`src/rtl/transport_arb_pkg.sv`:
```
`default_nettype none
// ============================================================================
// Module   : transport_arb_pkg
// Purpose  : Shared types for the bus/train transport arbiter: the arbiter
//            state encoding and the identity of the most recent owner.
// Ports    : none (package)
// Revision : 1.0 - initial release
// ============================================================================
package transport_arb_pkg;

  typedef enum logic [1:0] {
    IDLE      = 2'd0,
    OWN_BUS   = 2'd1,
    OWN_TRAIN = 2'd2,
    GAP       = 2'd3
  } arb_state_t;

  typedef enum logic {
    OWNER_BUS   = 1'b0,
    OWNER_TRAIN = 1'b1
  } owner_t;

endpackage : transport_arb_pkg
`default_nettype wire

```
`src/rtl/transport_hold_timer.sv`:
```
`default_nettype none
// ============================================================================
// Module   : transport_hold_timer
// Purpose  : Saturating up-counter with synchronous clear and count enable,
//            plus a flag raised once the count has reached LIMIT.
// Ports    : clk        - rising-edge clock
//            rst        - synchronous active-high reset
//            i_clear    - force the count to zero (has priority over enable)
//            i_enable   - advance the count by one, stopping at MAX_COUNT
//            o_count    - current count
//            o_at_limit - count >= LIMIT
// Revision : 1.0 - initial release
// ============================================================================
module transport_hold_timer #(
  parameter int WIDTH     = 4,
  parameter int LIMIT     = 3,
  parameter int MAX_COUNT = 4
) (
  input  logic             clk,
  input  logic             rst,
  input  logic             i_clear,
  input  logic             i_enable,
  output logic [WIDTH-1:0] o_count,
  output logic             o_at_limit
);

  localparam logic [WIDTH-1:0] c_LIMIT = WIDTH'(LIMIT);
  localparam logic [WIDTH-1:0] c_MAX   = WIDTH'(MAX_COUNT);

  logic [WIDTH-1:0] r_count;

  always_ff @(posedge clk) begin
    if (rst) begin
      r_count <= '0;
    end else if (i_clear) begin
      r_count <= '0;
    end else if (i_enable && (r_count != c_MAX)) begin
      r_count <= r_count + 1'b1;
    end
  end

  // The flag stays high once the count has passed LIMIT (it may saturate
  // above it), so a late-arriving competitor still sees the limit reached.
  generate
    if (LIMIT == 0) begin : g_limit_zero
      assign o_at_limit = 1'b1;
    end else begin : g_limit_cmp
      assign o_at_limit = (r_count >= c_LIMIT);
    end
  endgenerate

  assign o_count = r_count;

endmodule : transport_hold_timer
`default_nettype wire

```
`src/rtl/transport_arbiter.sv`:
```
`default_nettype none
// ============================================================================
// Module   : transport_arbiter
// Purpose  : Grants one shared transport channel to bus or train, never both.
//            Ownership alternates on ties, each lease is bounded by MAX_HOLD
//            when the other side is waiting, and every release is followed
//            by GAP_CYCLES idle cycles before the next grant.
// Ports    : clk, rst              - clock, synchronous active-high reset
//            bus_req, train_req    - level requests
//            bus_done, train_done  - release strobes (only while granted)
//            bus_gnt, train_gnt    - registered grants
//            transport             - channel enable (bus_gnt | train_gnt)
//            hold_cnt              - cycles held by the current owner
// Revision : 1.0 - initial release
// ============================================================================
module transport_arbiter
  import transport_arb_pkg::*;
#(
  parameter int MAX_HOLD   = 16,
  parameter int GAP_CYCLES = 1,
  parameter int CNT_W      = $clog2(MAX_HOLD + 1)
) (
  input  logic             clk,
  input  logic             rst,
  input  logic             bus_req,
  input  logic             train_req,
  input  logic             bus_done,
  input  logic             train_done,
  output logic             bus_gnt,
  output logic             train_gnt,
  output logic             transport,
  output logic [CNT_W-1:0] hold_cnt
);

  localparam int c_GAP_W = $clog2(GAP_CYCLES + 1);

  arb_state_t r_state;
  arb_state_t w_next_state;
  arb_state_t w_arb_choice;
  owner_t     r_last_owner;
  logic       r_bus_gnt;
  logic       r_train_gnt;

  logic               w_hold_clear;
  logic               w_hold_at_limit;
  logic               w_gap_clear;
  logic               w_gap_enable;
  logic               w_gap_at_limit;
  logic [c_GAP_W-1:0] w_unused_gap_cnt;

  // Arbitration used from IDLE and at the end of GAP; a tie goes to the side
  // that did not own the channel last.
  always_comb begin
    w_arb_choice = IDLE;
    if (bus_req && train_req) begin
      w_arb_choice = (r_last_owner == OWNER_TRAIN) ? OWN_BUS : OWN_TRAIN;
    end else if (bus_req) begin
      w_arb_choice = OWN_BUS;
    end else if (train_req) begin
      w_arb_choice = OWN_TRAIN;
    end
  end

  always_comb begin
    w_next_state = r_state;
    case (r_state)
      IDLE: begin
        w_next_state = w_arb_choice;
      end
      OWN_BUS: begin
        if (bus_done || !bus_req || (w_hold_at_limit && train_req)) begin
          w_next_state = GAP;
        end
      end
      OWN_TRAIN: begin
        if (train_done || !train_req || (w_hold_at_limit && bus_req)) begin
          w_next_state = GAP;
        end
      end
      GAP: begin
        if (w_gap_at_limit) begin
          w_next_state = w_arb_choice;
        end
      end
      default: begin
        w_next_state = IDLE;
      end
    endcase
  end

  always_ff @(posedge clk) begin
    if (rst) begin
      r_state      <= IDLE;
      r_last_owner <= OWNER_TRAIN;
      r_bus_gnt    <= 1'b0;
      r_train_gnt  <= 1'b0;
    end else begin
      r_state     <= w_next_state;
      r_bus_gnt   <= (w_next_state == OWN_BUS);
      r_train_gnt <= (w_next_state == OWN_TRAIN);
      if ((r_state == OWN_BUS) && (w_next_state == GAP)) begin
        r_last_owner <= OWNER_BUS;
      end else if ((r_state == OWN_TRAIN) && (w_next_state == GAP)) begin
        r_last_owner <= OWNER_TRAIN;
      end
    end
  end

  // The hold counter only runs while the same owner keeps the channel, so
  // it reads zero on the first granted cycle and whenever nobody owns it.
  assign w_hold_clear = !(((r_state == OWN_BUS) || (r_state == OWN_TRAIN)) &&
                          (w_next_state == r_state));

  transport_hold_timer #(
    .WIDTH     (CNT_W),
    .LIMIT     (MAX_HOLD - 1),
    .MAX_COUNT (MAX_HOLD)
  ) u_hold_timer (
    .clk        (clk),
    .rst        (rst),
    .i_clear    (w_hold_clear),
    .i_enable   (1'b1),
    .o_count    (hold_cnt),
    .o_at_limit (w_hold_at_limit)
  );

  // Counts cycles spent in GAP; arbitration resumes on the last of them.
  assign w_gap_clear  = (r_state != GAP);
  assign w_gap_enable = (r_state == GAP);

  transport_hold_timer #(
    .WIDTH     (c_GAP_W),
    .LIMIT     (GAP_CYCLES - 1),
    .MAX_COUNT (GAP_CYCLES - 1)
  ) u_gap_timer (
    .clk        (clk),
    .rst        (rst),
    .i_clear    (w_gap_clear),
    .i_enable   (w_gap_enable),
    .o_count    (w_unused_gap_cnt),
    .o_at_limit (w_gap_at_limit)
  );

  assign bus_gnt   = r_bus_gnt;
  assign train_gnt = r_train_gnt;
  assign transport = r_bus_gnt | r_train_gnt;

endmodule : transport_arbiter
`default_nettype wire
```
`config.mk`:
```
export PLATFORM = sky130hd
export DESIGN_NAME = transport_arbiter
export DESIGN_NICKNAME = d
export VERILOG_FILES = /design/src/rtl/transport_arb_pkg.sv /design/src/rtl/transport_hold_timer.sv /design/src/rtl/transport_arbiter.sv
export SDC_FILE = /design/constraint.sdc
export NUM_CORES = 1
export LEC_CHECK = 0
export CORE_MARGIN = 2
export CORE_UTILIZATION = 40
export DETAILED_ROUTE_END_ITERATION = 12
export PLACE_DENSITY = 0.7
export SYNTH_ARGS = -nofsm -noshare
export SYNTH_HDL_FRONTEND = slang
export SYNTH_SLANG_ARGS = --single-unit
```
`constraint.sdc`:
```
create_clock -name clk -period 4.1 [get_ports clk]
set_input_delay 0.82 -clock clk [delete_from_list [all_inputs] [get_ports clk]]
set_output_delay 0.82 -clock clk [all_outputs]
set_load 0.005 [all_outputs]
```
# After elaboration in Yosys (flattened, before gate mapping)
# Cells that the tools add are included.
[totals]
ff_bits = 10
input_bits = 6
out_inout_bits = 8
word_cells = 43
[classes]
add_sub_neg = 1
n_lt_le_gt_ge = 1
n_eq_ne = 8
muxes = 9
bitwise = 2
reduce_logical = 17
[ops]
columns = ["operator", "count"]
rows = [
  ["2-bit 2-to-1 mux", 6],
  ["2-bit == test, second input constant", 4],
  ["1-bit logical AND", 6],
  ["2-bit case mux with 3 select lines", 1],
  ["5-bit by 1-bit adder with 5-bit output, second input constant", 1],
  ["5-bit by 4-bit greater-or-equal comparator with 1-bit output, second input constant", 1],
  ["1-bit logical OR", 5],
  ["5-bit inequality test, second input constant", 1],
  ["2-bit by 1-bit == test with 1-bit output, second input constant", 2],
  ["2-bit OR reduction", 2],
  ["2-bit == test", 1],
  ["1-bit logical NOT", 2],
  ["2-bit logical NOT", 1],
  ["1-bit 2-to-1 mux", 2],
  ["2-bit nonzero test", 1],
  ["1-bit NOT", 1],
  ["1-bit OR", 1],
]

# Longest topological paths before layout
# Gate-level depths: netlist of the first run.
[logic_depth]
ltp_word = 9
depth_mapped = 7
ltp_nobuf = 7

# Cells and area by module
# From an unflattened synthesis of the first run, not the netlist that was laid out.
[unflattened]
cells_unflattened = 80
hier_area_um2 = 691.9
[modules_own_cells]
columns = ["mod", "n_inst", "cells_each", "area_per_inst_um2"]
rows = [
  ["transport_arbiter", 1, 43, 361.6],
  ["transport_hold_timer (u_hold_timer)", 1, 33, 284.0],
  ["transport_hold_timer (u_gap_timer)", 1, 4, 46.3],
]

# Worst setup path before layout of the first run
# OpenSTA, ideal clock, no wires.
[synth_timing]
kind = "input to register"
start = "input train_done"
end = "register u_hold_timer.r_count[4] (netlist: u_hold_timer.o_count[4])"
t_arrival_ps = 2133
path_slack_ps = 1905
path_stages = 4
path_cell_list = "or3b_1 > a211o_1 > a222oi_1 > o221a_1"
[synth_between]
elab_chain_cells = 8
[synth_lines]
columns = ["element", "line_no", "source"]
rows = [
  ["start, declared", "transport_arbiter.sv:28", "input logic train_done,"],
  ["1-bit logical OR (2 in a row)", "transport_arbiter.sv:76", "if (train_done || !train_req || (w_hold_at_limit && bus_req)) begin"],
  ["2-bit 2-to-1 mux", "transport_arbiter.sv:76", ""],
  ["2-bit case mux with 3 select lines", "transport_arbiter.sv:66", "case (r_state)"],
  ["2-bit == test", "transport_arbiter.sv:112", "(w_next_state == r_state));"],
  ["1-bit logical AND", "transport_arbiter.sv:111", "assign w_hold_clear = !(((r_state == OWN_BUS) || (r_state == OWN_TRAIN)) &&"],
  ["1-bit NOT (no line)", "n/a", ""],
  ["2-bit OR reduction (no line)", "n/a", ""],
  ["end signal, assigned", "transport_hold_timer.sv:38", "r_count <= r_count + 1'b1;"],
  ["end, declared", "transport_hold_timer.sv:30", "logic [WIDTH-1:0] r_count;"],
]
# Every way passes these cells.
# A chain may end at the register's enable or synchronous reset.

# Worst setup path in the final report of the first run
[layout_timing]
start = "input train_req"
end = "register u_hold_timer.r_count[4] (netlist: u_hold_timer.o_count[4])"
[layout_between]
elab_chain_cells = 9
word_cells_on_any_way = 16
classes_between = "eq/ne (1); mux (6); bitwise (1); reduce/logical (8)"
[layout_lines]
columns = ["element", "line_no", "source"]
rows = [
  ["start, declared", "transport_arbiter.sv:26", "input logic train_req,"],
  ["1-bit logical NOT", "transport_arbiter.sv:76", ""],
  ["1-bit logical OR (2 in a row)", "transport_arbiter.sv:76", ""],
  ["2-bit 2-to-1 mux", "transport_arbiter.sv:76", ""],
  ["2-bit case mux with 3 select lines *", "transport_arbiter.sv:66", ""],
  ["2-bit == test *", "transport_arbiter.sv:112", ""],
  ["1-bit logical AND *", "transport_arbiter.sv:111", ""],
  ["1-bit NOT (no line) *", "n/a", ""],
  ["2-bit OR reduction (no line) *", "n/a", ""],
]
# Every way passes the cells marked *; elsewhere a longest branch is shown, timed or not.

==> results.cfg, run 1 <==
[detailed_routing]
vias = 559
drt_first_pass_iters = 5
initialDrtViolationCount = 14
drc = 0
drt-wirelength-per-cell_um = 13.1
ant_nets = 0
viasPerCell = 5.65
wl_um = 1300

[global_routing]
grt_util_met2 = 0.233
antenna_found_initial = 0
grt-ovfl-total = 0
met1_usage = 0.207
grt_pass1_vias = 514
grt-busiest-layer = met2
grt_pass1_wl_um = 2240
grt_use_total = 0.159
use_met3 = 0.0468
grt_max_degree = 11

[placement]
place_area_um2 = 768
globalplace.congestion = 0.768
portBuffers = 13
dp_hpwl_um = 980

[sta]
finalCriticalPeriod_ps = 2650
hold_violations = 0
slew_violations = 0
rsz0062_at_grt = false
finalCritPeriodShare = 0.646
fmax_ghz = 0.378
slew_headroom = 0.583
setup-tns-final_ps = 0
finalSetupViolations = 0
worst_pin_slew_ps = 624
finClkSkew_ps = 0.601

[setup_path]
cp_max_fo = 6
cpLargestDelayFamily = compound AO/OA/AOI/OAI gates
end_kind = flop
critPathBufInv = 1
reg2reg_depth = 7
crit_chain = clkdlybuf4s50_1 > or3b_1 > a211o_1 > a222oi_1 > o221a_1
startpoint_type = primary input
arrival_ps = 2850
rrSetupSlack_ps = 1780
critical_path_class = in -> reg
cp.depth = 5
cp.required_ps = 4300
critPathSlowestCell = clkdlybuf4s50_1
slowest_delay_ps = 580

[power]
clockPowerShare = 0.141
leakagePower_nw = 0.358
p_seq_frac = 0.323
p_int_w = 0.000281
netSwitchingPower_w = 0.000188
switching_share = 0.401
combPwrFrac = 0.536
power_density_nw_per_um2 = 593
ir_drop_v = 0.000367
power.total_w = 0.000469

[yosys]
synth_area_leader_cell = dfxtp_1
synthTopCellsByArea = dfxtp_1 32%, ha_1 10%, o211a_1 6.5%
yosysTopAreaCellShare = 0.324
syn_avg_cell_area_um2 = 9.23
synth_edf_count = 0
yosysWarnings = 0
async_reset_ff_frac = 0
synth_cells = 67
syn_nets = 78
synth_seq_cells = 10
ys_top_cells_by_count = 10 x dfxtp_1, 7 x inv_1, 5 x ha_1
synth_area_um2 = 618
yosysSeqAreaShare = 0.324
synth.most_common_cell = dfxtp_1
synth.distinct_cells = 32
ys.flop_type = dfxtp_1

[cts]
clk_transition_reported_paths_ps = 60
clock-root-buffer = clkbuf_4
cts_sinks = 10
htree_num_levels = 1
numCtsBuffers = 3
cts_tree = done
hold_buffers = 0
cts-resized-gates = 0
cts_buffer_depth = 2
cts_setup_buffers = 0
clk_latency_ps = 260

[worst_hold_path]
whs_path_depth = 2
hp-class = reg -> reg

[final_layout]
stdcell_area_um2 = 791
fill_cells = 143
nNetsFinal = 96
drive_above_1_share = 0.0964
area_growth_pct = 27.9
n_antenna_cell = 0

[run_status]
outcome = finished, final reports clean

[die]
die_area_um2 = 1880
core_um2 = 1470
rows = 14
num_io_pins = 14
die_w_um = 43.3
dieHeight_um = 43.3
start_util = 0.420

[run]
maxCapViolations = 0
[per-layer routing]
layer / vias to the layer above / part of all wire
met5: - / 0
met4: 0 / 0.0069
met3: 2 / 0.055
met2: 15 / 0.46
met1: 259 / 0.48
li1: 283 / -
[flip-flops by register name, indices dropped and copies added, names as in the netlist]
signal	flops
bus_gnt	1
r_last_owner	1
r_state	2
train_gnt	1
u_hold_timer.o_count	5
[cell families after synthesis]
kind of cell | count (synthesis) | synth area share
xor gates and xnor gates | 3 | 0.0425
muxes | 1 | 0.0182
buffers and inverters | 7 | 0.0425
adders and majority gates | 5 | 0.101
DFF | 10 | 0.324
and+or+nand+nor | 19 | 0.178
AOI/OAI and AO/OA | 22 | 0.294
[path summary, 6_finish.rpt]
kind / startpoint / endpoint
setup reg to reg: u_hold_timer.o_count[0] / u_hold_timer.o_count[4]
hold reg to reg: r_last_owner / r_last_owner
hold / removal: r_last_owner / r_last_owner
setup / recovery: train_req / u_hold_timer.o_count[4]
[stage by stage]
step / util / hold slack [ps] / cells / setup slack (ps)
floorplan: - / 482 / 67 / 1910
global placement: 0.522 / 524 / 96 / 1250
detailed placement: 0.522 / 532 / 96 / 1190
CTS: 0.537 / 547 / 99 / 1460
global route: 0.537 / 573 / 99 / 1330
finish: 0.537 / 554 / 99 / 1450
[final cells by class]
cell class,instances,area [µm²],share of cell area
multi-input cells,50,392,0.495
flip-flops and latches,10,200,0.253
repair buffers,13,130,0.165
inverters,7,26.3,0.0332
clock buffers,3,22.5,0.0285
well taps,16,20.0,0.0253
[worst reg2reg max path, cell delays in order (launching register included)]
cell,delay [ps]
dfxtp_1,370
ha_1,240
and3_1,190
ha_1,190
o21a_1,170
a211o_1,290
a222oi_1,560
o221a_1,270
[layout by cell type (no fill, tap or decap), types with 2 or more instances in the layout]
master,instances
or2_2,2
o21a_1,3
clkbuf_4,3
ha_1,5
nor3_1,2
nand2_1,3
dfxtp_1,10
o211a_1,4
a31o_1,2
nor2_1,3
xnor2_1,3
inv_1,7
a21oi_1,3
clkdlybuf4s50_1,13
[power by group through the flow]
| stage | combinational [W] | sequential, W | clock (W) |
|---|---|---|---|
| final | 0.000251 | 0.000151 | 0.0000662 |
| after global routing | 0.000282 | 0.000155 | 0.0000736 |
| after CTS | 0.000251 | 0.000151 | 0.0000678 |
| after detailed placement | 0.000248 | 0.000152 | 0 |
| after global placement | 0.000242 | 0.000152 | 0 |
| after floorplan | 0.000165 | 0.000148 | 0 |
Note: power is estimated with default switching activity, not from simulation.
==> inputs of run 2 (changes only) <==
Clock period 4.1 ns to 2.51 ns, I/O delays scaled along.
==> results.cfg, run 2 (same netlist as run 1, synthesis figures left out) <==
[run_status]
outcome = finished, final reports clean

[detailed_routing]
drc = 0
drt-wirelength-per-cell_um = 12.8
wl_um = 1320
vias = 575
drt_first_pass_iters = 4
viasPerCell = 5.58
initialDrtViolationCount = 12
ant_nets = 0

[die]
die_area_um2 = 1880
start_util = 0.420
dieHeight_um = 43.3
num_io_pins = 14
core_um2 = 1470
rows = 14
die_w_um = 43.3

[cts]
cts_buffer_depth = 2
clk_transition_reported_paths_ps = 70
clock-root-buffer = clkbuf_4
htree_num_levels = 1
cts_tree = done
cts_setup_buffers = 0
numCtsBuffers = 3
hold_buffers = 0
clk_latency_ps = 270
cts-resized-gates = 0
cts_sinks = 10

[global_routing]
grt_pass1_wl_um = 2260
antenna_found_initial = 0
grt-ovfl-total = 0
grt_use_total = 0.169
grt_max_degree = 8
grt_pass1_vias = 526

[sta]
rsz0062_at_grt = false
finalCriticalPeriod_ps = 2180
slew_violations = 0
hold_violations = 0
worst_pin_slew_ps = 487
setup-tns-final_ps = 0
finalCritPeriodShare = 0.868
slew_headroom = 0.673
finalSetupViolations = 0
finClkSkew_ps = 1.46
fmax_ghz = 0.459

[setup_path]
cp.required_ps = 2730
startpoint_type = flop
critical_path_class = reg -> reg
cp_max_fo = 6
crit_chain = ha_1 > and3_1 > ha_1 > o21a_1 > a211o_1 > a222oi_1 > buf_4 > o211a_1
end_kind = flop
timing.critical_path.mode_cell = ha_1
slowest_delay_ps = 360
arrival_ps = 2400
critPathSlowestCell = dfxtp_1

[placement]
dp_hpwl_um = 1040
dpl.cell_count = 99
portBuffers = 13
globalplace.congestion = 0.760

[final_layout]
final_cell_count_no_fill = 103
drive_above_1_share = 0.138
nNetsFinal = 99
final_common_cell = clkdlybuf4s50_1
layout_common_cells = 13 x clkdlybuf4s50_1, 10 x dfxtp_1, 7 x inv_1
n_antenna_cell = 0
area_growth_pct = 33.8
largest_register_ffs = 5

[worst_hold_path]
hp-class = reg -> reg

[power]
ir_drop_v = 0.000628
leakagePower_nw = 0.381
power_density_nw_per_um2 = 1000

[run]
maxCapViolations = 0
## run 2: per-stage QoR
stage	hold WS [ps]	util	setup WS, ps	instance area [µm²]	power (W)
2_1_floorplan	482	-	347	618	0.000511
3_3_place_gp	516	0.537	189	791	0.000675
3_5_place_dp	539	0.537	161	791	0.000682
4_1_cts	558	0.562	296	827	0.000833
5_1_grt	593	0.562	165	827	0.000902
6_report	557	0.562	330	827	0.000829
## run 2: area by class of cell
type,count,area [µm²]
clock buffer,4,36.3
fill,136,644
inverter,7,26.3
multi-input combinational,50,392
sequential,10,200
tap,16,20.0
timing repair buffer,16,153
## run 2: path summary, 6_finish.rpt
check                                        startpoint                       to  slack (ps)  cells past startpoint
worst max-delay path            u_hold_timer.o_count[0]  u_hold_timer.o_count[1]         330                      8
worst min register to register             r_last_owner             r_last_owner         560                      2
worst min-delay path                       r_last_owner             r_last_owner         560                      2
worst max register to register  u_hold_timer.o_count[0]  u_hold_timer.o_count[1]         330                      8
## run 2: layer usage
metal,part of all wire,up-vias,global-route usage,routed length [µm]
met3,0.036,5,0.0426,47
met2,0.43,12,0.233,569
met5,0,-,0,0
met4,0.030,0,0.127,40
met1,0.50,265,0.223,664
li1,-,293,-,-
## run 2: report_power, final
group / total, W / internal [W] / switching [W]
clock network: 0.000147 / 0.0000883 / 0.0000587
logic: 0.000437 / 0.000224 / 0.000213
registers: 0.000245 / 0.000204 / 0.0000417
## run 2: critical path: cells and delay by family (launching register included)
kind | cells | cell delay [ps]
DFF | 1 | 360
and+or+nand+nor | 1 | 180
AOI/OAI and AO/OA | 4 | 950
adders and majority gates | 2 | 430
buffers and inverters | 1 | 200
==> inputs of run 3 (changes only) <==
Settings changed: HOLD_SLACK_MARGIN set to 0.03.
==> results of run 3 <==
Final layout, timing and power as in run 2 (identical DEF).
